### src/rtl/yp_uart_pkg.sv
// Shared types and limits for the yp UART blocks.
package yp_uart_pkg;

    typedef enum logic [2:0] {
        IDLE,
        START,
        DATA,
        PARITY,
        STOP
    } tx_state_e;

    localparam int MIN_DATA_WIDTH = 5;
    localparam int MAX_DATA_WIDTH = 9;

endpackage

### src/rtl/yp_sync_fifo.sv
// Synchronous FIFO with occupancy count; power-of-2 depth so pointers wrap naturally.
module yp_sync_fifo #(
    parameter int WIDTH = 8,
    parameter int DEPTH = 4
) (
    input  logic                     clk,
    input  logic                     rst_n,
    input  logic                     push,
    input  logic [WIDTH-1:0]         wr_data,
    input  logic                     pop,
    output logic [WIDTH-1:0]         rd_data,
    output logic                     full,
    output logic                     empty,
    output logic [$clog2(DEPTH):0]   level
);

    localparam int AW = $clog2(DEPTH);

    logic [WIDTH-1:0] mem [DEPTH];
    logic [AW-1:0]    wr_ptr;
    logic [AW-1:0]    rd_ptr;
    logic [AW:0]      count;

    // Storage needs no reset: the pointers and count define what is valid.
    always_ff @(posedge clk) begin
        if (push) begin
            mem[wr_ptr] <= wr_data;
        end
    end

    always_ff @(posedge clk or negedge rst_n) begin
        if (!rst_n) begin
            wr_ptr <= '0;
            rd_ptr <= '0;
            count  <= '0;
        end else begin
            if (push) begin
                wr_ptr <= wr_ptr + AW'(1);
            end
            if (pop) begin
                rd_ptr <= rd_ptr + AW'(1);
            end
            case ({push, pop})
                2'b10:   count <= count + (AW+1)'(1);
                2'b01:   count <= count - (AW+1)'(1);
                default: count <= count;
            endcase
        end
    end

    assign rd_data = mem[rd_ptr];
    assign full    = (count == (AW+1)'(DEPTH));
    assign empty   = (count == '0);
    assign level   = count;

endmodule

### src/rtl/yp_uart_tx_param.sv
// UART transmitter: FIFO-buffered input stream, runtime baud divisor, optional parity,
// 1 or 2 stop bits, back-to-back frames with no idle gap.
module yp_uart_tx_param
    import yp_uart_pkg::*;
#(
    parameter int DATA_WIDTH = 8,
    parameter int FIFO_DEPTH = 4,
    parameter int DIV_W      = 16
) (
    input  logic                          i_clk,
    input  logic                          i_rstn,
    input  logic                          i_data_valid,
    input  logic [DATA_WIDTH-1:0]         i_data_in,
    output logic                          o_data_ready,
    input  logic [DIV_W-1:0]              i_baud_div,
    input  logic                          i_parity_en,
    input  logic                          i_parity_odd,
    input  logic                          i_two_stop,
    output logic                          o_tx_data,
    output logic                          o_tx_busy,
    output logic                          o_tx_done,
    output logic [$clog2(FIFO_DEPTH):0]   o_fifo_level
);

    localparam int IDX_W = $clog2(MAX_DATA_WIDTH);
    localparam logic [IDX_W-1:0] LAST_DATA = IDX_W'(DATA_WIDTH - 1);

    if (DATA_WIDTH < MIN_DATA_WIDTH || DATA_WIDTH > MAX_DATA_WIDTH) begin : g_bad_width
        $error("yp_uart_tx_param: DATA_WIDTH must be within 5..9");
    end

    // Reset asserts asynchronously and releases two clocks later.
    logic [1:0] rst_pipe;
    logic       rst_n;

    always_ff @(posedge i_clk or negedge i_rstn) begin
        if (!i_rstn) begin
            rst_pipe <= '0;
        end else begin
            rst_pipe <= {rst_pipe[0], 1'b1};
        end
    end

    assign rst_n = rst_pipe[1];

    // Input stream: a word transfers on a clock where valid and ready are both high;
    // ready is simply "FIFO not full" and never depends on valid.
    logic                  push;
    logic                  pop;
    logic                  fifo_full;
    logic                  fifo_empty;
    logic [DATA_WIDTH-1:0] fifo_rdata;

    assign o_data_ready = !fifo_full;
    assign push         = i_data_valid && !fifo_full;

    yp_sync_fifo #(
        .WIDTH (DATA_WIDTH),
        .DEPTH (FIFO_DEPTH)
    ) u_fifo (
        .clk     (i_clk),
        .rst_n   (rst_n),
        .push    (push),
        .wr_data (i_data_in),
        .pop     (pop),
        .rd_data (fifo_rdata),
        .full    (fifo_full),
        .empty   (fifo_empty),
        .level   (o_fifo_level)
    );

    tx_state_e             state;
    tx_state_e             state_next;
    logic [DATA_WIDTH-1:0] shift_q;
    logic                  par_q;
    logic [DIV_W-1:0]      cnt_q;
    logic [DIV_W-1:0]      div_q;
    logic                  par_en_q;
    logic                  two_stop_q;
    logic [IDX_W-1:0]      idx_q;
    logic                  bit_end;
    logic                  last_stop;

    assign bit_end   = (cnt_q == '0);
    assign last_stop = (idx_q == IDX_W'(two_stop_q));

    always_ff @(posedge i_clk or negedge rst_n) begin
        if (!rst_n) begin
            state <= IDLE;
        end else begin
            state <= state_next;
        end
    end

    always_comb begin
        state_next = state;
        case (state)
            IDLE:    if (!fifo_empty) state_next = START;
            START:   if (bit_end) state_next = DATA;
            DATA:    if (bit_end && idx_q == LAST_DATA) state_next = par_en_q ? PARITY : STOP;
            PARITY:  if (bit_end) state_next = STOP;
            STOP:    if (bit_end && last_stop) state_next = fifo_empty ? IDLE : START;
            default: state_next = IDLE;
        endcase
    end

    always_comb begin
        o_tx_data = 1'b1;
        o_tx_busy = 1'b1;
        o_tx_done = 1'b0;
        pop       = 1'b0;
        case (state)
            IDLE: begin
                o_tx_busy = 1'b0;
                pop       = !fifo_empty;
            end
            START:  o_tx_data = 1'b0;
            DATA:   o_tx_data = shift_q[0];
            PARITY: o_tx_data = par_q;
            STOP: begin
                o_tx_done = bit_end && last_stop;
                pop       = bit_end && last_stop && !fifo_empty;
            end
            default: o_tx_busy = 1'b0;
        endcase
    end

    // Frame settings are latched at pop so mid-frame input changes only affect the next frame.
    always_ff @(posedge i_clk or negedge rst_n) begin
        if (!rst_n) begin
            shift_q    <= '0;
            par_q      <= 1'b0;
            cnt_q      <= '0;
            div_q      <= '0;
            par_en_q   <= 1'b0;
            two_stop_q <= 1'b0;
            idx_q      <= '0;
        end else if (pop) begin
            shift_q    <= fifo_rdata;
            par_q      <= i_parity_odd;
            cnt_q      <= i_baud_div;
            div_q      <= i_baud_div;
            par_en_q   <= i_parity_en;
            two_stop_q <= i_two_stop;
            idx_q      <= '0;
        end else if (state != IDLE) begin
            if (bit_end) begin
                cnt_q <= div_q;
                case (state)
                    DATA: begin
                        par_q   <= par_q ^ shift_q[0];
                        shift_q <= shift_q >> 1;
                        idx_q   <= (idx_q == LAST_DATA) ? '0 : idx_q + IDX_W'(1);
                    end
                    STOP:    idx_q <= idx_q + IDX_W'(1);
                    default: idx_q <= idx_q;
                endcase
            end else begin
                cnt_q <= cnt_q - DIV_W'(1);
            end
        end
    end

endmodule

### config.mk
export PLATFORM = sky130hd
export DESIGN_NAME = yp_uart_tx_param
export DESIGN_NICKNAME = d
export VERILOG_FILES = /design/src/rtl/yp_uart_pkg.sv /design/src/rtl/yp_sync_fifo.sv /design/src/rtl/yp_uart_tx_param.sv
export SDC_FILE = /design/constraint.sdc
export NUM_CORES = 1
export LEC_CHECK = 0
export CAP_MARGIN = 5
export CORE_MARGIN = 2
export CORE_UTILIZATION = 40
export CTS_BUF_LIST = sky130_fd_sc_hd__clkbuf_4 sky130_fd_sc_hd__clkbuf_8
export DETAILED_ROUTE_END_ITERATION = 16
export SLEW_MARGIN = 0
export SYNTH_ARGS = -nofsm -noshare
export SYNTH_HDL_FRONTEND = slang
export SYNTH_HIERARCHICAL = 1
export SYNTH_SLANG_ARGS = --single-unit
### constraint.sdc
create_clock -name i_clk -period 1.8 [get_ports i_clk]
set_input_delay 0.27 -clock i_clk [delete_from_list [all_inputs] [get_ports i_clk]]
set_output_delay 0.27 -clock i_clk [all_outputs]
set_load 0.03 [all_outputs]
# Word level (Yosys, flattened, before mapping)
# Memories as Yosys holds them, arrays and structs flattened.
# Index checks and enable logic that the tools add are counted.
[classes]
n_addsub = 6
reduce_logical = 19
bitwise = 1
mux = 31
n_eq_ne = 14
[op_table]
columns = ["op", "n"]
rows = [
  ["16-bit 2-to-1 mux", 3],
  ["8-bit 2-to-1 mux", 4],
  ["3-bit 2-to-1 mux", 6],
  ["16-bit logical NOT", 1],
  ["4-bit 2-to-1 mux", 4],
  ["16-bit by 1-bit subtractor with 16-bit output, second input constant", 1],
  ["3-bit one-hot mux with 5 select lines", 1],
  ["2-bit inequality test, second input constant", 5],
  ["1-bit 2-to-1 mux", 9],
  ["4-bit one-hot mux with 2 select lines", 1],
  ["2-bit nonzero test", 4],
  ["3-bit by 2-bit == test with 1-bit output, second input constant", 2],
  ["3-bit == test, second input constant", 2],
  ["3-bit logical NOT", 2],
  ["3-bit one-hot mux with 2 select lines", 1],
  ["3-bit AND reduction", 2],
  ["3-bit nonzero test", 2],
  ["5-bit AND reduction", 1],
  ["2-bit by 1-bit adder with 2-bit output, second input constant", 2],
  ["4-bit by 1-bit adder with 4-bit output, second input constant", 1],
  ["4-bit by 1-bit == test with 1-bit output", 1],
  ["4-bit by 3-bit == test with 1-bit output, second input constant", 1],
  ["1-bit logical AND", 4],
  ["4-bit OR reduction", 1],
  ["other kinds (9)", 10],
]
[word_totals]
input_bits = 30
reg_bits = 59
out_inout_bits = 7
n_memories = 1
mem_bits_rw = 32
[mem_list]
columns = ["memory", "words", "width", "read_ports", "rd_clocked_by_memory_dff", "write_ports", "line", "rtl"]
rows = [
  ["u_fifo.mem", 4, 8, 1, 0, 1, "yp_sync_fifo.sv:19", "logic [WIDTH-1:0] mem [DEPTH];"],
]

# Longest topological paths before layout
# Gate-level depths: netlist of the first run.
[logic_depth]
word_depth = 6
depth_mapped = 13
mapped_depth_nobuf = 11

# By module
# The synthesis of the first run kept the hierarchy.
[by_module_without_submodules]
columns = ["module", "instances", "area_per_inst_um2", "cells_each"]
rows = [
  ["yp_uart_tx_param", 1, 2755.1, 313],
  ["yp_sync_fifo", 1, 1552.7, 78],
]

# Worst setup path after synthesis of the first run
# Ideal clock, no wire load.
[synth_path]
kind = "register to register"
startpoint = "register cnt_q[6]"
endpoint = "register u_fifo.count[2] (netlist: u_fifo/level[2])"
setup_time_ns = 0.080
required_time_ns = 1.720
path_slack_ns = -0.916
stages_incl_launch_ff = 13
arrival_ns = 2.636
path_buffers = 2
cell_sequence = "dfrtp_1 nor4_4 and4_1 a21oi_1 inv_2 buf_2 buf_2 ha_1 inv_1 fa_1 xor2_1 nor2_1 xor2_1"
[synth_between]
elab_chain_len = 6
[synth_rtl]
columns = ["element", "line", "rtl"]
rows = [
  ["start: declaration", "yp_uart_tx_param.sv:76", "logic [DIV_W-1:0] cnt_q;"],
  ["start signal: assignment", "yp_uart_tx_param.sv:141", "cnt_q <= i_baud_div;"],
  ["start signal: assignment", "yp_uart_tx_param.sv:148", "cnt_q <= div_q;"],
  ["start signal: assignment", "yp_uart_tx_param.sv:159", "cnt_q <= cnt_q - DIV_W'(1);"],
  ["16-bit logical NOT (*)", "yp_uart_tx_param.sv:84", "assign bit_end = (cnt_q == '0);"],
  ["1-bit logical AND (*) (2 in a row)", "yp_uart_tx_param.sv:122", "pop = bit_end && last_stop && !fifo_empty;"],
  ["1-bit one-hot mux with 2 select lines (*)", "yp_uart_tx_param.sv:112", "case (state)"],
  ["named net pop", "yp_uart_tx_param.sv:49", "logic pop;"],
  ["2-bit by 1-bit == test with 1-bit output / 2-bit == test (equally long branches)", "yp_sync_fifo.sv:43", "case ({push, pop})"],
  ["3-bit one-hot mux with 2 select lines / 2-bit nonzero test (equally long branches)", "-", ""],
  ["end signal: assignment", "yp_sync_fifo.sv:44", "2'b10: count <= count + (AW+1)'(1);"],
  ["end signal: assignment", "yp_sync_fifo.sv:45", "2'b01: count <= count - (AW+1)'(1);"],
  ["end signal: assignment", "yp_sync_fifo.sv:46", "default: count <= count;"],
  ["end: declaration", "yp_sync_fifo.sv:22", "logic [AW:0] count;"],
]
# The timed path passes the listed nets; every way through them passes the cells marked *.
# A chain may end at the register's enable or synchronous reset.

# Worst setup path in the final report of the first run
[layout_path]
startpoint = "register idx_q[3]"
endpoint = "register u_fifo.count[2] (netlist: u_fifo/level[2])"
[layout_between]
elab_chain_len = 6
[layout_rtl]
columns = ["element", "line", "rtl"]
rows = [
  ["start: declaration", "yp_uart_tx_param.sv:80", "logic [IDX_W-1:0] idx_q;"],
  ["start signal: assignment", "yp_uart_tx_param.sv:153", "idx_q <= (idx_q == LAST_DATA) ? '0 : idx_q + IDX_W'(1);"],
  ["start signal: assignment", "yp_uart_tx_param.sv:155", "STOP: idx_q <= idx_q + IDX_W'(1);"],
  ["start signal: assignment", "yp_uart_tx_param.sv:156", "default: idx_q <= idx_q;"],
  ["4-bit by 1-bit == test with 1-bit output (*)", "yp_uart_tx_param.sv:85", "assign last_stop = (idx_q == IDX_W'(two_stop_q));"],
  ["1-bit logical AND (*) (2 in a row)", "yp_uart_tx_param.sv:122", ""],
  ["1-bit one-hot mux with 2 select lines (*)", "yp_uart_tx_param.sv:112", ""],
  ["2-bit by 1-bit == test with 1-bit output / 2-bit == test (equally long branches)", "yp_sync_fifo.sv:43", ""],
  ["3-bit one-hot mux with 2 select lines / 2-bit nonzero test (equally long branches)", "-", ""],
]
# Every way passes the cells marked *; elsewhere a longest branch is shown, timed or not.

==> results of run 1 <==
## cell usage after synthesis, types with 8 or more instances
library cell / n
edfxtp_1: 32
buf_2: 8
mux2i_1: 9
o21ai_0: 17
nor2_1: 29
mux4_2: 8
o21ai_1: 12
inv_1: 12
dfrtp_1: 59
o211ai_1: 8
a21oi_1: 8
nand2_1: 84
xor2_1: 10
nor3_1: 8
a31oi_1: 8
## worst register-to-register path: stages (launching register included)
cell     delay, ns
dfrtp_1       0.41
nor3_1        0.39
and4b_2       0.34
a21oi_4       0.07
inv_2         0.11
ha_4          0.14
inv_2         0.03
fa_2          0.32
xor2_1        0.14
nor2_1        0.11
xor2_1        0.15
## cell usage in the layout (no fill, tap or decap), types with 3 or more instances in the layout
cell type,Yosys,layout
buf_4,0,69
dfrtp_1,59,55
nand2_1,84,44
edfxtp_1,32,32
clkdlybuf4s50_1,0,29
buf_6,1,27
nand2_2,0,24
nor2_1,29,23
nand2_4,0,14
o21ai_1,12,12
buf_12,0,11
inv_1,12,10
xor2_1,10,9
clkbuf_8,0,9
o21ai_2,1,8
o211ai_1,8,8
o21ai_0,17,8
mux2i_1,9,8
mux4_2,8,8
xnor2_1,7,7
buf_8,0,6
nor2_4,0,5
ha_1,7,5
nor4_4,3,4
a31oi_1,8,4
inv_6,0,4
dfrtp_2,0,4
and2_1,6,4
nor3_1,8,3
inv_2,1,3
nor3_4,0,3
a21oi_2,0,3
nand3b_1,3,3
a31oi_4,0,3
nand3_1,5,3
a21oi_1,8,3
dlygate4sd2_1,0,3
## timing repair
item | CTS | global route
endpoints found under the setup margin | 44 | 58
hold endpoints to repair | 0 | 0
pin swaps | 22 | 56
gates cloned | 2 | 0
buffers inserted | 23 | 21
resized for setup | 76 | 130
## path summary, 6_finish.rpt
kind | cells past startpoint | slack, ns | from | end
setup / recovery | 10 | -0.49 | idx_q[3] | u_fifo/level[2]
hold / removal | 1 | 0.06 | i_rstn | rst_pipe[1]
setup reg to reg | 10 | -0.49 | idx_q[3] | u_fifo/level[2]
hold reg to reg | 1 | 0.26 | rst_pipe[1] | div_q[9]
max in group asynchronous | 1 | 1.24 | rst_pipe[1] | u_fifo/level[0]
min in group i_clk | 0 | 0.36 | rst_pipe[0] | rst_pipe[1]
## where the power goes
group | switching (W) | leakage [nW] | total [W] | internal [W]
logic | 0.00308 | 1.67 | 0.00645 | 0.00337
registers | 0.000564 | 1.01 | 0.00351 | 0.00294
clock network | 0.000780 | 0.0929 | 0.00131 | 0.000526
## stage by stage
stage / setup WS, ns / util / hold WS (ns)
2_1_floorplan: -0.637 / - / -0.0256
6_report: -0.486 / 0.642 / 0.0628
4_1_cts: -0.445 / 0.595 / 0.0457
5_1_grt: -0.568 / 0.642 / 0.0403
3_5_place_dp: -0.391 / 0.527 / 0.287
3_3_place_gp: -0.367 / 0.527 / 0.278
## per-layer routing
metal  share of wire  GRT usage  wire (um)
met3           0.039     0.0454        421
met5               0          0          0
met1            0.42      0.230       4620
met4           0.015     0.0568        161
met2            0.52      0.321       5710
## kinds of logic after synthesis
logic type                 after synthesis  synth area share
muxes                                   18            0.0653
buffers and inverters                   30            0.0302
xor gates and xnor gates                17            0.0346
and+or+nand+nor                        157             0.175
other                                    1          0.000870
adders and majority gates                8            0.0250
DFF                                     91             0.566
AOI/OAI and AO/OA                       69             0.103
## cell type report
| type | count | share of cell area |
|---|---|---|
| inverter | 13 | 0.00733 |
| sequential | 91 | 0.367 |
| clock inverter | 7 | 0.00846 |
| clock buffer | 9 | 0.0186 |
| timing repair buffer | 146 | 0.222 |
| tap | 136 | 0.0256 |
| multi-input combinational | 270 | 0.351 |
## state kept, by name, indices dropped and copies added (netlist names)
signal / cells
u_fifo/level: 3
cnt_q: 16
idx_q: 4
u_fifo/mem: 32
state: 3
par_en_q: 1
u_fifo/rd_ptr: 2
rst_pipe: 2
div_q: 16
u_fifo/wr_ptr: 2
par_q: 1
two_stop_q: 1
shift_q: 8
==> metrics.cfg, run 1 <==
[run_status]
outcome=finished with violations
violations=setup timing

[cells_and_area]
instances_no_fill=672
drive_gt1_frac=0.463
area_growth_pct=54.5
final_cell_area_sq_um=6660
fill_cells=787
area.sequential_sq_um=2440
num_antenna_cells=0
final_nets=569
multi_input_area_sq_um=2340

[cts]
cts_tree=built
cts_root_buf=clkbuf_8
clk_pin_slew_worst_paths_ns=0.10
ctsHoldBuffers=0
htreeDepth=3
cts-buffers-inserted=9
clock_path_buffers=2
clock_sinks=91
clock_latency_ns=0.36

[grt]
grt_first_pass_wirelength_um=16800
grt_pass1_vias=3514
grt-ovfl-total=0
grt_max_degree=58
antenna_found_initial=0
track_usage=0.186

[die]
core_sq_um=10400
start_util=0.415
rows=37
ios=37
die_w_um=108
fp.dieH_um=108
die_area_sq_um=11600

[route]
route.vias.total=3490
drt_iter0_drc=124
route.detailed.drc=0
dr.pass1.iters=4
drt_wl_total_um=10900
vias_per_cell=5.19
post_drt_wl_per_cell_um=16.2
ant_nets=0

[worst_setup_path]
worst-endpoint-arrival_ns=2.57
cp.required_ns=2.08
max_stage_delay_ns=0.41
end_kind=flip-flop
path_max_fanout=2
crit_chain=nor3_1 -> and4b_2 -> a21oi_4 -> inv_2 -> ha_4 -> inv_2 -> fa_2 -> xor2_1 -> nor2_1 -> xor2_1
startpoint_type=flip-flop
path_class=flip-flop to flip-flop
cpLargestDelayFamily=simple AND/OR/NAND/NOR gates
path_buf_inv=2
slowest_stage=dfrtp_1

[placed_design]
gp_congestion=0.813
io_buffers=36
place_inst=622
postPlaceCellArea_sq_um=5470
dp_hpwl_um=6650

[timing]
tns_ns=-11.87
finClkSkew_ns=0.00695
setup-violations-final=55
hold_viol=0
fin_crit_sh=1.27
finalWorstSetupSlack_ns=-0.486
drv_slew=0
fmaxAchievable_mhz=437
rsz0062_at_grt=yes
period_minus_slack_ns=2.29

[power]
leakage_nw=2.77
max-vdd-ir-drop_mv=0.739
power.density_nw_per_um2=1690
power.total_w=0.0113

[synth]
syn_area_sq_um=4310
yosys.area.top_type=dfrtp_1
ys_ff_latch=91
syn-num-nets=429
syn_avg_cell_area_sq_um=11.0
synth_edf_count=32
postSynth.asyncResetShare=0.648
yosysSeqAreaShare=0.566
netlist.area_leader.share=0.343
synth_flop_cell=dfrtp_1
yosysUniqueCellTypes=54
synth_warnings=6
synth_cells=391
synth_area_leaders=dfrtp_1, edfxtp_1, nand2_1, mux4_2, nor2_1

[worst_hold_path]
worst_hold_path_type=primary input to async pin

[run]
drv_cap=0

Power figures use the tool's default switching activity.
==> run 2, diff against run 1 <==
--- a/config.mk
+++ b/config.mk
@@ -5,7 +5,8 @@
 export SDC_FILE = /design/constraint.sdc
 export NUM_CORES = 1
 export LEC_CHECK = 0
-export CAP_MARGIN = 5
+export ABC_AREA = 1
+export CAP_MARGIN = 10
 export CORE_MARGIN = 2
 export CORE_UTILIZATION = 40
 export CTS_BUF_LIST = sky130_fd_sc_hd__clkbuf_4 sky130_fd_sc_hd__clkbuf_8
==> metrics.cfg, run 2 <==
[run_status]
outcome=finished with violations  ; unchanged
violations=setup timing  ; unchanged

[die]
rows=39  ; was 37
die_area_sq_um=12800  ; was 11,600 sq um
core_sq_um=11500  ; was 10,400 sq um
start_util=0.412  ; was 0.415
fp.dieH_um=113  ; was 108 um
die_w_um=113  ; was 108 um
ios=37  ; unchanged

[power]
p_switching_w=0.00431  ; was 0.00442 W
p_clk_frac=0.153  ; was 0.116
pwr-share-comb=0.519  ; was 0.573
power.density_nw_per_um2=1680  ; was 1690 nW/um^2
p_int_w=0.00585  ; was 0.00684 W
switching_share=0.424  ; was 0.393
p_seq_frac=0.328  ; was 0.311
max-vdd-ir-drop_mv=0.712  ; was 0.739 mV
leakage_nw=3.01  ; was 2.77 nW

[cts]
clk_pin_slew_worst_paths_ns=0.10  ; about the same
clock_sinks=91  ; unchanged
cts_root_buf=clkbuf_8  ; unchanged
cts_tree=built  ; unchanged
ctsHoldBuffers=0  ; unchanged
clock_latency_ns=0.39  ; was 0.36 ns
clock_path_buffers=2  ; unchanged
htreeDepth=3  ; unchanged
cts-buffers-inserted=9  ; unchanged

[grt]
grt-ovfl-total=0  ; unchanged
grt_first_pass_wirelength_um=17600  ; was 16,800 um
grt_pass1_vias=3905  ; was 3,514
grt_max_degree=58  ; unchanged
antenna_found_initial=0  ; unchanged
track_usage=0.175  ; was 0.186

[worst_setup_path]
crit_chain=nor2_4 -> nand2_2 -> nor2_4 -> nand3_2 -> nand2_2 -> nand2_4 -> inv_4 -> ha_4 -> inv_2 -> fa_2 -> nand2_2 -> nand3_1 -> nand2_1 -> nand2_1  ; was nor3_1 -> and4b_2 -> a21oi_4 -> inv_2 -> ha_4 -> inv_2 -> fa_2 -> xor2_1 -> nor2_1 -> xor2_1
reg2reg_depth=14  ; was 10
reg2reg_slack_ns=-0.20  ; was -0.49 ns
end_kind=flip-flop  ; unchanged
path_buf_inv=2  ; unchanged
cp.required_ns=2.09  ; was 2.08 ns
path_class=flip-flop to flip-flop  ; unchanged
reg2reg_from=cnt_q[4]  ; was idx_q[3]
startpoint_type=flip-flop  ; unchanged
worst-endpoint-arrival_ns=2.29  ; was 2.57 ns
crit_top_cell=nand2_2
slowest_stage=dfrtp_1  ; unchanged
max_stage_delay_ns=0.42  ; was 0.41 ns
cpLargestDelayFamily=simple AND/OR/NAND/NOR gates  ; unchanged
path_max_fanout=2  ; unchanged
reg2reg_to=u_fifo/level[2]  ; unchanged

[placed_design]
postPlaceCellArea_sq_um=5690  ; was 5470 sq um
dp_slack_ns=-0.196  ; was -0.391 ns
place_inst=808  ; was 622
io_buffers=36  ; unchanged
gp_congestion=0.843  ; was 0.813
dp_hpwl_um=7260  ; was 6650 um

[synth]
syn_avg_cell_area_sq_um=8.06  ; was 11.0 sq um
synth_edf_count=32  ; unchanged
synth_cells=589  ; was 391
synth_warnings=6  ; unchanged
netlist.area_leader.share=0.311  ; was 0.343
syn-num-nets=627  ; was 429
yosysSeqAreaShare=0.514  ; was 0.566
synth_area_leaders=dfrtp_1, edfxtp_1, nand2_1, inv_1, o21ai_0  ; was dfrtp_1, edfxtp_1, nand2_1, mux4_2, nor2_1
postSynth.asyncResetShare=0.648  ; unchanged
yosysUniqueCellTypes=32  ; was 54
ys_ff_latch=91  ; unchanged
synth.most_common_cell=nand2_1  ; unchanged
syn_area_sq_um=4750  ; was 4310 sq um
yosys.area.top_type=dfrtp_1  ; unchanged
synth_flop_cell=dfrtp_1  ; unchanged
synth.top_cells.by_count=nand2_1, inv_1, dfrtp_1, nor2_1, edfxtp_1  ; was nand2_1, dfrtp_1, edfxtp_1, nor2_1, o21ai_0

[cells_and_area]
final_cell_area_sq_um=6050  ; was 6660 sq um
post-route-util=0.525  ; was 0.642
fill_cells=1109  ; was 787
final_cell_mix=nand2_1, inv_1, buf_4  ; was buf_4, dfrtp_1, nand2_1
largest_reg_flops=32  ; unchanged
num_antenna_cells=0  ; unchanged
area_growth_pct=27.4  ; was 54.5%
layout_commonest_cell=nand2_1  ; was buf_4
final_nets=721  ; was 569
drive_gt1_frac=0.185  ; was 0.463
regMostFlops=u_fifo/mem  ; unchanged
instances_no_fill=831  ; was 672
top_regs=u_fifo/mem (32), cnt_q (16), div_q (16)  ; unchanged

[worst_hold_path]
worst_hold_path_type=primary input to async pin  ; unchanged

[route]
route.met2.wl_um=5300  ; was 5710 um
dr.pass1.iters=6  ; was 4
route.detailed.drc=0  ; unchanged
drt_wl_total_um=10500  ; was 10,900 um
ant_nets=0  ; unchanged
route.layer.met1.wl_um=4720  ; was 4620 um
post_drt_wl_per_cell_um=12.6  ; was 16.2 um
routed-wl-met3_um=272  ; was 421 um
route.vias.total=3943  ; was 3,490
dr.max_layer_used=met4  ; unchanged
vias_per_cell=4.74  ; was 5.19
drt_iter0_drc=184  ; was 124

[timing]
finalWorstSetupSlack_ns=-0.200  ; was -0.486 ns
tns_ns=-0.532  ; was -11.87 ns
drv_slew=0  ; unchanged
setup-violations-final=4  ; was 55
finClkSkew_ns=0.00531  ; was 0.00695 ns
hold_viol=0  ; unchanged
fmaxAchievable_mhz=500  ; was 437 MHz
period_minus_slack_ns=2.00  ; was 2.29 ns
rsz0062_at_grt=yes  ; unchanged
fin_crit_sh=1.11  ; was 1.27

[run]
drv_cap=0  ; unchanged

-- run 2: worst max path at each step --
stage,depth (start not counted),slack [ns],from,end
4_1_cts,15,-0.16,cnt_q[1],u_fifo/level[2]
6_report,14,-0.20,cnt_q[4],u_fifo/level[2]
3_5_place_dp,15,-0.20,cnt_q[1],u_fifo/level[2]
3_3_place_gp,15,-0.12,cnt_q[0],u_fifo/level[2]
2_1_floorplan,16,-0.44,cnt_q[5],u_fifo/level[2]
5_1_grt,15,-0.30,cnt_q[1],u_fifo/level[2]
-- run 2: what timing repair did --
item / CTS / global route
endpoints found under the setup margin: 49 / 58
pin swaps: 2 / 1
gates resized for setup: 20 / 24
setup buffers: 4 / 3
-- run 2: power by group through the flow --
| stage | clock [W] | sequential [W] | combinational [W] |
|---|---|---|---|
| 4_1_cts | 0.00162 | 0.00331 | 0.00515 |
| 2_1_floorplan | 0 | 0.00344 | 0.00329 |
| 6_report | 0.00156 | 0.00333 | 0.00527 |
| 3_3_place_gp | 0 | 0.00332 | 0.00497 |
| 5_1_grt | 0.00169 | 0.00341 | 0.00600 |
| 3_5_place_dp | 0 | 0.00335 | 0.00509 |
-- run 2: cells by family (layout without fill, tap and decap cells) --
group,count (synthesis),after routing,synth area share
compound gates,58,58,0.0736
xor+xnor,8,8,0.0148
fa+ha+maj,8,8,0.0227
buf+inv,89,188,0.0865
flops,91,91,0.514
other cells,1,1,0.000790
simple gates,334,334,0.288
-- run 2: layout make-up --
type,count,area [sq um],share of cell area
Clock buffer,9,124,0.0205
Clock inverter,7,100,0.0166
Timing Repair Buffer,102,941,0.156
Tap cell,143,179,0.0296
Multi-Input combinational cell,409,2000,0.330
Inverter,70,265,0.0439
Sequential cell,91,2440,0.404
-- run 2: metal layers --
| metal | global-route usage | up-vias |
|---|---|---|
| met5 | 0 | - |
| met4 | 0.0707 | 0 |
| met3 | 0.0428 | 18 |
| met2 | 0.307 | 44 |
| met1 | 0.206 | 1850 |
| li1 | - | 2031 |
-- run 2: worst register-to-register path, delay by kind of cell (launching register included) --
kind / cells / cell delay (ns)
and+or+nand+nor: 10 / 0.88
buffers and inverters: 2 / 0.11
adders and majority gates: 2 / 0.49
DFF: 1 / 0.42
-- run 2: per-stage QoR --
step / power, W / hold WS (ns)
CTS: 0.0101 / 0.00501
detailed placement: 0.00844 / 0.292
floorplan: 0.00673 / -0.0256
finish: 0.0102 / 0.0284
global placement: 0.00828 / 0.283
global route: 0.0111 / 0.0158
